**src/rtl/steer_en.sv**
```systemverilog
// Rider-detection / steering-enable sequencer: IDLE -> WAIT (stable-rider timer) -> STEER.
// Optional macro RIDER_LOST_CNT_EN adds rider_lost_cnt, a saturating count of rider-lost exits from STEER.
module steer_en #(
    parameter bit          fast_sim      = 1'b1,
    parameter logic [11:0] MIN_RIDER_WT  = 12'h200,
    parameter logic [7:0]  WT_HYSTERESIS = 8'h40
) (
    input  logic        clk,
    input  logic        rst_n,
    input  logic        pwr_up,
    input  logic        ld_vld,
    input  logic [11:0] lft_ld,
    input  logic [11:0] rght_ld,
    output logic        en_steer,
    output logic        rider_off
`ifdef RIDER_LOST_CNT_EN
    ,
    output logic [7:0]  rider_lost_cnt
`endif
);

    typedef enum logic [1:0] {
        IDLE  = 2'b00,
        WAIT  = 2'b01,
        STEER = 2'b10
    } state_t;

    localparam logic [12:0] MOUNT_WT = {1'b0, MIN_RIDER_WT};
    localparam logic [12:0] KEEP_WT  = {1'b0, MIN_RIDER_WT} - {5'b0, WT_HYSTERESIS};

    state_t      state_q, state_d;
    logic [25:0] tmr_q, tmr_d;
    logic [11:0] lft_q, rght_q;
    logic        en_steer_q, rider_off_q;

    logic [12:0] sum, diff;
    logic        sum_gt_min, diff_gt_1_4, diff_gt_15_16, tmr_full;

    always_ff @(posedge clk or negedge rst_n) begin
        if (!rst_n) begin
            lft_q  <= 12'h000;
            rght_q <= 12'h000;
        end else if (ld_vld) begin
            lft_q  <= lft_ld;
            rght_q <= rght_ld;
        end
    end

    assign sum  = {1'b0, lft_q} + {1'b0, rght_q};
    assign diff = (lft_q >= rght_q) ? ({1'b0, lft_q} - {1'b0, rght_q})
                                    : ({1'b0, rght_q} - {1'b0, lft_q});

    // Once a rider is aboard the threshold drops by the hysteresis amount.
    assign sum_gt_min    = (state_q == IDLE) ? (sum > MOUNT_WT) : (sum > KEEP_WT);
    assign diff_gt_1_4   = diff > {2'b00, sum[12:2]};
    assign diff_gt_15_16 = diff > (sum - {4'b0000, sum[12:4]});
    assign tmr_full      = fast_sim ? (&tmr_q[14:0]) : (&tmr_q);

    always_comb begin
        state_d = state_q;
        tmr_d   = tmr_q;
        if (!pwr_up) begin
            state_d = IDLE;
            tmr_d   = 26'd0;
        end else begin
            case (state_q)
                IDLE: begin
                    if (sum_gt_min) begin
                        state_d = WAIT;
                        tmr_d   = 26'd0;
                    end
                end
                WAIT: begin
                    if (!sum_gt_min) begin
                        state_d = IDLE;
                    end else if (diff_gt_1_4) begin
                        tmr_d = 26'd0;
                    end else if (tmr_full) begin
                        state_d = STEER;
                    end else begin
                        tmr_d = tmr_q + 26'd1;
                    end
                end
                STEER: begin
                    if (!sum_gt_min) begin
                        state_d = IDLE;
                    end else if (diff_gt_15_16) begin
                        state_d = WAIT;
                        tmr_d   = 26'd0;
                    end
                end
                default: begin
                    state_d = IDLE;
                    tmr_d   = 26'd0;
                end
            endcase
        end
    end

    // Outputs are registered from the next state so they track the state flops exactly.
    always_ff @(posedge clk or negedge rst_n) begin
        if (!rst_n) begin
            state_q     <= IDLE;
            tmr_q       <= 26'd0;
            en_steer_q  <= 1'b0;
            rider_off_q <= 1'b1;
        end else begin
            state_q     <= state_d;
            tmr_q       <= tmr_d;
            en_steer_q  <= (state_d == STEER);
            rider_off_q <= (state_d == IDLE);
        end
    end

    assign en_steer  = en_steer_q;
    assign rider_off = rider_off_q;

`ifdef RIDER_LOST_CNT_EN
    logic [7:0] lost_cnt_q;
    logic       lost_evt;

    assign lost_evt = pwr_up && (state_q == STEER) && !sum_gt_min;

    always_ff @(posedge clk or negedge rst_n) begin
        if (!rst_n) begin
            lost_cnt_q <= 8'h00;
        end else if (lost_evt && (lost_cnt_q != 8'hFF)) begin
            lost_cnt_q <= lost_cnt_q + 8'd1;
        end
    end

    assign rider_lost_cnt = lost_cnt_q;
`endif

endmodule

```
**config.mk**
```make
export PLATFORM = sky130hd
export DESIGN_NAME = steer_en
export DESIGN_NICKNAME = d
export VERILOG_FILES = /design/src/rtl/steer_en.sv
export SDC_FILE = /design/constraint.sdc
export NUM_CORES = 1
export LEC_CHECK = 0
export ABC_AREA = 1
export BUFFER_PORTS_ARGS = -buffer_cell sky130_fd_sc_hd__buf_4
export CORE_ASPECT_RATIO = 0.6
export CORE_UTILIZATION = 45
export DETAILED_ROUTE_END_ITERATION = 8
export GPL_TIMING_DRIVEN = 1
export PLACE_DENSITY_LB_ADDON = 0.08
export SYNTH_ARGS = -nofsm -noshare
export SYNTH_HDL_FRONTEND = slang
export SYNTH_SLANG_ARGS = --single-unit
```
**constraint.sdc**
```tcl
create_clock -name clk -period 13.19 [get_ports clk]
set_input_delay 1.9785 -clock clk [delete_from_list [all_inputs] [get_ports clk]]
set_output_delay 1.9785 -clock clk [all_outputs]
set_load 0.005 [all_outputs]
```
==> results of run 1 <==
[kinds of logic (layout without fill, tap and decap cells)]
logic type	after synthesis	after routing
simple gates	399	399
mux	2	2
fa+ha+maj	72	72
compound gates	90	90
flops	43	43
buf+inv	138	154
xor+xnor	39	39
[power groups by stage]
stage | combinational [W] | clock [W] | sequential [W]
final | 0.000585 | 0.000132 | 0.000150
after global routing | 0.000663 | 0.000143 | 0.000152
after CTS | 0.000578 | 0.000136 | 0.000150
after detailed placement | 0.000574 | 0 | 0.000153
after global placement | 0.000565 | 0 | 0.000152
after floorplan | 0.000444 | 0 | 0.000151
[sequential cells by signal, summed over array words and instances, names as in the netlist]
signal     count
tmr_q         15
rght_q        12
state_q        2
lft_q         12
en_steer       1
rider_off      1
[critical path, delay by kind of cell (launching register included)]
family | cells | cell delay [ns]
flip-flops | 1 | 0.44
XOR/XNOR | 2 | 0.50
buffers and inverters | 3 | 0.39
AO/OA/AOI/OAI | 5 | 1.14
adder cells (fa/ha/maj) | 4 | 1.49
AND/OR/NAND/NOR | 9 | 1.58
[Yosys cell counts, drive strengths merged]
cell type | number | area (sq um)
nor4 | 3 | 25.0
mux2i | 2 | 20.0
nor2 | 65 | 272
nand3 | 60 | 363
o31ai | 2 | 15.0
nand4 | 25 | 156
nor3b | 1 | 7.51
o21ai | 38 | 201
o21a | 1 | 7.51
o221ai | 1 | 8.76
o21bai | 5 | 37.5
o22ai | 1 | 6.26
a21o | 3 | 22.5
xnor2 | 9 | 78.8
a211oi | 1 | 7.51
buf | 15 | 131
nand3b | 1 | 11.3
dfrtp | 42 | 1050
a21oi | 34 | 181
ha | 68 | 851
fa | 4 | 80.1
a31oi | 2 | 12.5
xor2 | 30 | 289
nand2 | 235 | 930
dfstp | 1 | 26.3
a2111oi | 1 | 8.76
nor3 | 8 | 45.0
clkbuf | 6 | 22.5
and3 | 1 | 6.26
inv | 117 | 439
a22oi | 1 | 7.51
[routing by layer]
metal | global-route usage | wire length (um) | vias up
li1 | - | - | 2531
met1 | 0.393 | 7800 | 2247
met2 | 0.332 | 5090 | 137
met3 | 0.0475 | 837 | 7
met4 | 0.0381 | 72 | 0
met5 | 0 | 0 | -
[worst max-delay path by stage]
stage                     cells after the start  slack, ns     start        end
after floorplan                              26       8.69  lft_q[1]  tmr_q[10]
after global placement                       23       7.69  lft_q[1]   tmr_q[3]
after detailed placement                     26       7.60  lft_q[1]   tmr_q[2]
after CTS                                    26       7.58  lft_q[1]   tmr_q[2]
after global routing                         26       6.89  lft_q[3]   tmr_q[1]
final                                        23       7.52  lft_q[1]   tmr_q[2]
[area by class of cell]
cell class / count / area (sq um) / area share
inverters: 117 / 439 / 0.0766
clock buffers: 5 / 125 / 0.0218
repair buffers: 29 / 218 / 0.0380
well taps: 160 / 200 / 0.0349
clock inverters: 3 / 23.8 / 0.00415
flip-flops and latches: 43 / 1080 / 0.188
multi-input cells: 602 / 3650 / 0.637
[cell usage in the layout, fill, tap and decap left out, types with 5 or more instances in the layout]
cell type / n
a21oi_1: 31
buf_4: 29
clkbuf_16: 5
dfrtp_1: 42
ha_1: 68
inv_1: 111
inv_2: 6
nand2_1: 220
nand2_2: 13
nand3_1: 52
nand3_2: 5
nand4_1: 25
nor2_1: 56
nor2_2: 8
nor3_1: 7
o21ai_0: 36
o21bai_1: 5
xnor2_1: 9
xor2_1: 28
[metrics by stage]
| step | setup slack, ns | area (sq um) | util | std cells |
|---|---|---|---|---|
| 2_1_floorplan | 8.69 | 5320 | - | 783 |
| 3_3_place_gp | 7.69 | 5590 | 0.489 | 951 |
| 3_5_place_dp | 7.60 | 5590 | 0.489 | 951 |
| 4_1_cts | 7.58 | 5730 | 0.503 | 959 |
| 5_1_grt | 6.89 | 5730 | 0.503 | 959 |
| 6_report | 7.52 | 5730 | 0.503 | 959 |
==> run_results.csv, run 1 <==
group,metric,value,unit
outcome,outcome,"finished, final reports clean",
critical_path,slowest_delay,0.53,ns
placed_design,port_buffers,29,
power_and_ir_drop,power_frac_clock,0.152,
critical_path,critPathKind,"reg -> reg",
die,coreArea,11400,sq um
logic_synthesis,synthSimpleGateAreaFrac,0.341,
power_and_ir_drop,ir_drop,0.0622,mV
critical_path,crit_path_cell_trace,"inv_1 -> fa_1 -> inv_1 -> nand3_1 -> nand3_1 -> xor2_1 -> inv_1 -> ha_1 -> fa_1 -> o21ai_1 -> a21o_1 -> xor2_1 -> ha_1 -> nand2_1 -> nor2_1 -> a21oi_1 -> o21a_1 -> o21ai_0 -> nand2_1 -> nand3_1 -> nand3_4 -> nand2_1 -> nand2_1",
power_and_ir_drop,power_leakage,3.03,nW
global_routing,grt_max_degree,49,
critical_path,endpoint_kind,"flop",
min_path,whs_path_depth,2,
min_path,hold_end,"tmr_q[4]",
cts,insertion_delay,0.30,ns
global_routing,grt_pass1_wl,23300,um
final_layout,n_fill_cell,1201,
critical_path,arrival,5.85,ns
route,num_vias,4922,
flow_run,drv_cap,0,
power_and_ir_drop,p_total,0.000867,W
logic_synthesis,synth_top_family_by_area,"simple AND/OR/NAND/NOR gates",
logic_synthesis,ys_seq_area_frac,0.202,
timing,fin_crit,5.67,ns
logic_synthesis,synth_cells,783,
power_and_ir_drop,p_sw,0.000445,W
route,drt_iter0_markers,496,
route,wire_per_inst,14.4,um
final_layout,fin_nets,898,
logic_synthesis,synth_area,5320,sq um
die,io_pins,30,
min_path,worstHoldStart,"tmr_q[4]",
timing,min_period_over_period,0.430,
cts,postCtsSetupBuffers,0,
critical_path,reg2reg_slack,7.52,ns
critical_path,reg2reg_depth,23,
global_routing,track_usage,0.245,
timing,tightest_slew,0.803,ns
power_and_ir_drop,seqPwrFrac,0.173,
power_and_ir_drop,p_comb_frac,0.675,
timing,fmax,0.176,GHz
final_layout,drive_above_1_share,0.106,
cts,clk_path_buf_depth,2,
cts,clk_pin_slew_worst_paths,0.07,ns
critical_path,reg2reg_from,"lft_q[1]",
logic_synthesis,yosys-mux-area-fraction,0.00376,
logic_synthesis,avgSynthCellArea,6.80,sq um
logic_synthesis,ys_ff_latch,43,
placed_design,post-dp-hpwl,11100,um
logic_synthesis,synth_compound_gate_area_share,0.0971,
final_layout,synthToLayoutAreaGrowth,7.76,%
timing,skew,0.00522,ns
route,drc,0,
critical_path,start_kind,"flop",
cts,cts_resized,0,
logic_synthesis,synthAdderAreaFrac,0.175,
logic_synthesis,yosysWarnings,0,
route,final_antenna_net_count,0,
die,rows,30,
die,die-area,12300,sq um
logic_synthesis,ys_types,47,
power_and_ir_drop,intPower,0.000422,W
cts,cts_tree,"built",
timing,slew_headroom,0.451,
power_and_ir_drop,p_sw_frac,0.513,
timing,hold_slack,0.489,ns
cts,cts_root_buffer,"clkbuf_16",
die,initial_utilization,0.466,
cts,numCtsBuffers,5,
route,drtPass1Iterations,5,
critical_path,r2r_end,"tmr_q[2]",
placed_design,place.gp.congestion,0.938,
power_and_ir_drop,power.density,151,nW/um^2
global_routing,grt_overflow_total,0,
cts,h-tree-depth,2,
logic_synthesis,synth_xor_area_frac,0.0691,
critical_path,crit_slowest_cell,"nand3_1",
timing,hold_viol,0,
cts,clock_sinks,43,
critical_path,crit_top_cell,"nand2_1",
timing,slew_viol_final,0,
logic_synthesis,syn-num-nets,883,
cts,hold_buffers,0,
die,die_w,142,um
route,drt_wl_total,13800,um
timing,tns,0,ns
min_path,hp-class,"reg -> reg",
global_routing,antenna_found_initial,0,
critical_path,crit_fanout,18,
critical_path,crit_required,13.37,ns
die,die_y,86.2,um
global_routing,grt_pass1_vias,4595,
timing,rsz0062_at_grt,"false",
route,via_per_inst,5.13,
final_layout,antennaDiodeCount,0,
timing,setup_viol,0,
(Power assumes the default switching activity.)
==> run 2: changes to the inputs <==
Clock period 13.19 ns to 4.9 ns, I/O delays scaled along.
==> run 2 against run 1 <==
Effect of this change: non-clock buffer count is 25 higher; sequential cell count stayed put; hold slack worse by 0.043 ns; final cell count is 2.7% higher; critical path type unchanged; critical endpoint is now tmr_q[8]; largest power group unchanged; highest routed layer unchanged.
==> run_results.csv, run 2 (synthesized netlist as in run 1, its figures left out) <==
group,metric,value,unit
critical_path,reg2reg_depth,27,
die,die_y,86.2,um
route,drt_wl_total,15100,um
cts,cts_root_buffer,"clkbuf_16",
global_routing,grt_max_degree,49,
route,drt_iter0_markers,409,
route,via_per_inst,5.14,
placed_design,port_buffers,29,
timing,setup_viol,0,
timing,hold_viol,0,
placed_design,place.gp.congestion,0.909,
flow_run,drv_cap,0,
critical_path,crit_required,5.08,ns
critical_path,endpoint_kind,"flop",
power_and_ir_drop,power_leakage,3.18,nW
critical_path,reg2reg_from,"lft_q[4]",
die,initial_utilization,0.466,
cts,clock_sinks,43,
cts,numCtsBuffers,5,
critical_path,r2r_end,"tmr_q[8]",
timing,skew,0.00744,ns
critical_path,arrival,4.76,ns
final_layout,synthToLayoutAreaGrowth,14.8,%
final_layout,seqCellArea,1080,sq um
die,die-area,12300,sq um
min_path,hp-class,"in -> async",
cts,insertion_delay,0.30,ns
critical_path,reg2reg_slack,0.32,ns
route,drtPass1Iterations,5,
route,drc,0,
critical_path,crit_slowest_cell,"dfrtp_1",
route,final_antenna_net_count,0,
global_routing,track_usage,0.262,
die,coreArea,11400,sq um
outcome,outcome,"finished, final reports clean",
critical_path,slowest_delay,0.40,ns
critical_path,crit_top_cell,"nand2_1",
final_layout,top_regs,"tmr_q: 15 flops, lft_q: 12 flops, rght_q: 12 flops",
cts,cts_tree,"built",
final_layout,largest_register,"tmr_q",
die,io_pins,30,
critical_path,path_buf_inv,3,
timing,tightest_slew,0.602,ns
final_layout,most-common-layout-cells,"217 x nand2_1, 110 x inv_1, 62 x ha_1",
cts,clk_path_buf_depth,2,
critical_path,critPathKind,"reg -> reg",
global_routing,antenna_found_initial,0,
final_layout,largest_reg_flops,15,
placed_design,post-dp-hpwl,12200,um
final_layout,antennaDiodeCount,0,
cts,clk_pin_slew_worst_paths,0.07,ns
route,num_vias,5065,
timing,slew_viol_final,0,
timing,fmax,0.218,GHz
timing,min_period_over_period,0.935,
placed_design,placed_area,5750,sq um
critical_path,critPathTopFamily,"compound AO/OA/AOI/OAI gates",
final_layout,fin_area,6110,sq um
timing,fin_crit,4.58,ns
timing,slew_headroom,0.598,
cts,h-tree-depth,2,
die,rows,30,
route,wire_per_inst,15.3,um
final_layout,fin_nets,924,
critical_path,start_kind,"flop",
cts,hold_buffers,0,
critical_path,crit_fanout,10,
die,die_w,142,um
final_layout,final_common_cell,"nand2_1",
global_routing,grt_pass1_vias,4686,
power_and_ir_drop,ir_drop,0.172,mV
final_layout,drive_above_1_share,0.164,
final_layout,n_fill_cell,1169,
power_and_ir_drop,power.density,411,nW/um^2
global_routing,grt_pass1_wl,24800,um
global_routing,grt_overflow_total,0,
final_layout,final_util,0.535,
final_layout,multi_input_area,3800,sq um
==> run 2: worst register-to-register path: cells and delay by family (launching register included) <==
kind	cells	cell delay, ns
buffers and inverters	3	0.34
XOR/XNOR	1	0.15
adder cells (fa/ha/maj)	3	0.99
AO/OA/AOI/OAI	7	1.39
flip-flops	1	0.40
AND/OR/NAND/NOR	13	1.20
==> run 2: area by class of cell <==
cell class / instances / share of cell area
clock buffer: 5 / 0.0205
clock inverter: 3 / 0.00328
inverter: 117 / 0.0719
multi-input combinational: 603 / 0.622
sequential: 43 / 0.177
tap: 160 / 0.0328
timing repair buffer: 54 / 0.0731
==> run 2: how the worst max path moves through the flow <==
| stage | slack [ns] | endpoint | start | cells after the start |
|---|---|---|---|---|
| CTS | 0.02 | tmr_q[11] | lft_q[0] | 28 |
| finish | 0.32 | tmr_q[8] | lft_q[4] | 27 |
| detailed placement | -0.06 | tmr_q[11] | lft_q[1] | 27 |
| global placement | 0.01 | tmr_q[14] | lft_q[0] | 28 |
| global route | -0.05 | tmr_q[7] | rght_q[0] | 29 |
| floorplan | 0.40 | tmr_q[10] | lft_q[1] | 26 |
==> run 2: timing repair <==
action,in CTS,in global routing
setup endpoints to repair,15,18
pin swaps,0,4
setup buffers,0,4
gates resized for setup,3,31
endpoints found under the hold margin,0,0
gates cloned,0,2
==> run 2: metrics by stage <==
step | power, W | hold WS, ns | setup slack (ns) | instances | setup TNS, ns
after global routing | 0.00277 | 0.496 | -0.0476 | 985 | -0.251
after CTS | 0.00242 | 0.479 | 0.0225 | 979 | 0
final | 0.00251 | 0.446 | 0.321 | 985 | 0
after floorplan | 0.00160 | 0.439 | 0.405 | 783 | 0
after detailed placement | 0.00205 | 0.476 | -0.0617 | 971 | -0.810
after global placement | 0.00202 | 0.468 | 0.0132 | 971 | 0
==> run 2: power breakdown <==
part	switching (W)	internal [W]	total (W)
Sequential	0.0000233	0.000382	0.000405
Clock	0.000159	0.000188	0.000347
Combinational	0.00110	0.000664	0.00176
==> run 2: layer usage <==
layer	wire length (um)	vias up	global-route usage
li1	-	2588	-
met1	8190	2318	0.426
met2	5520	148	0.342
met3	1260	11	0.0608
met4	102	0	0.0411
met5	0	-	0
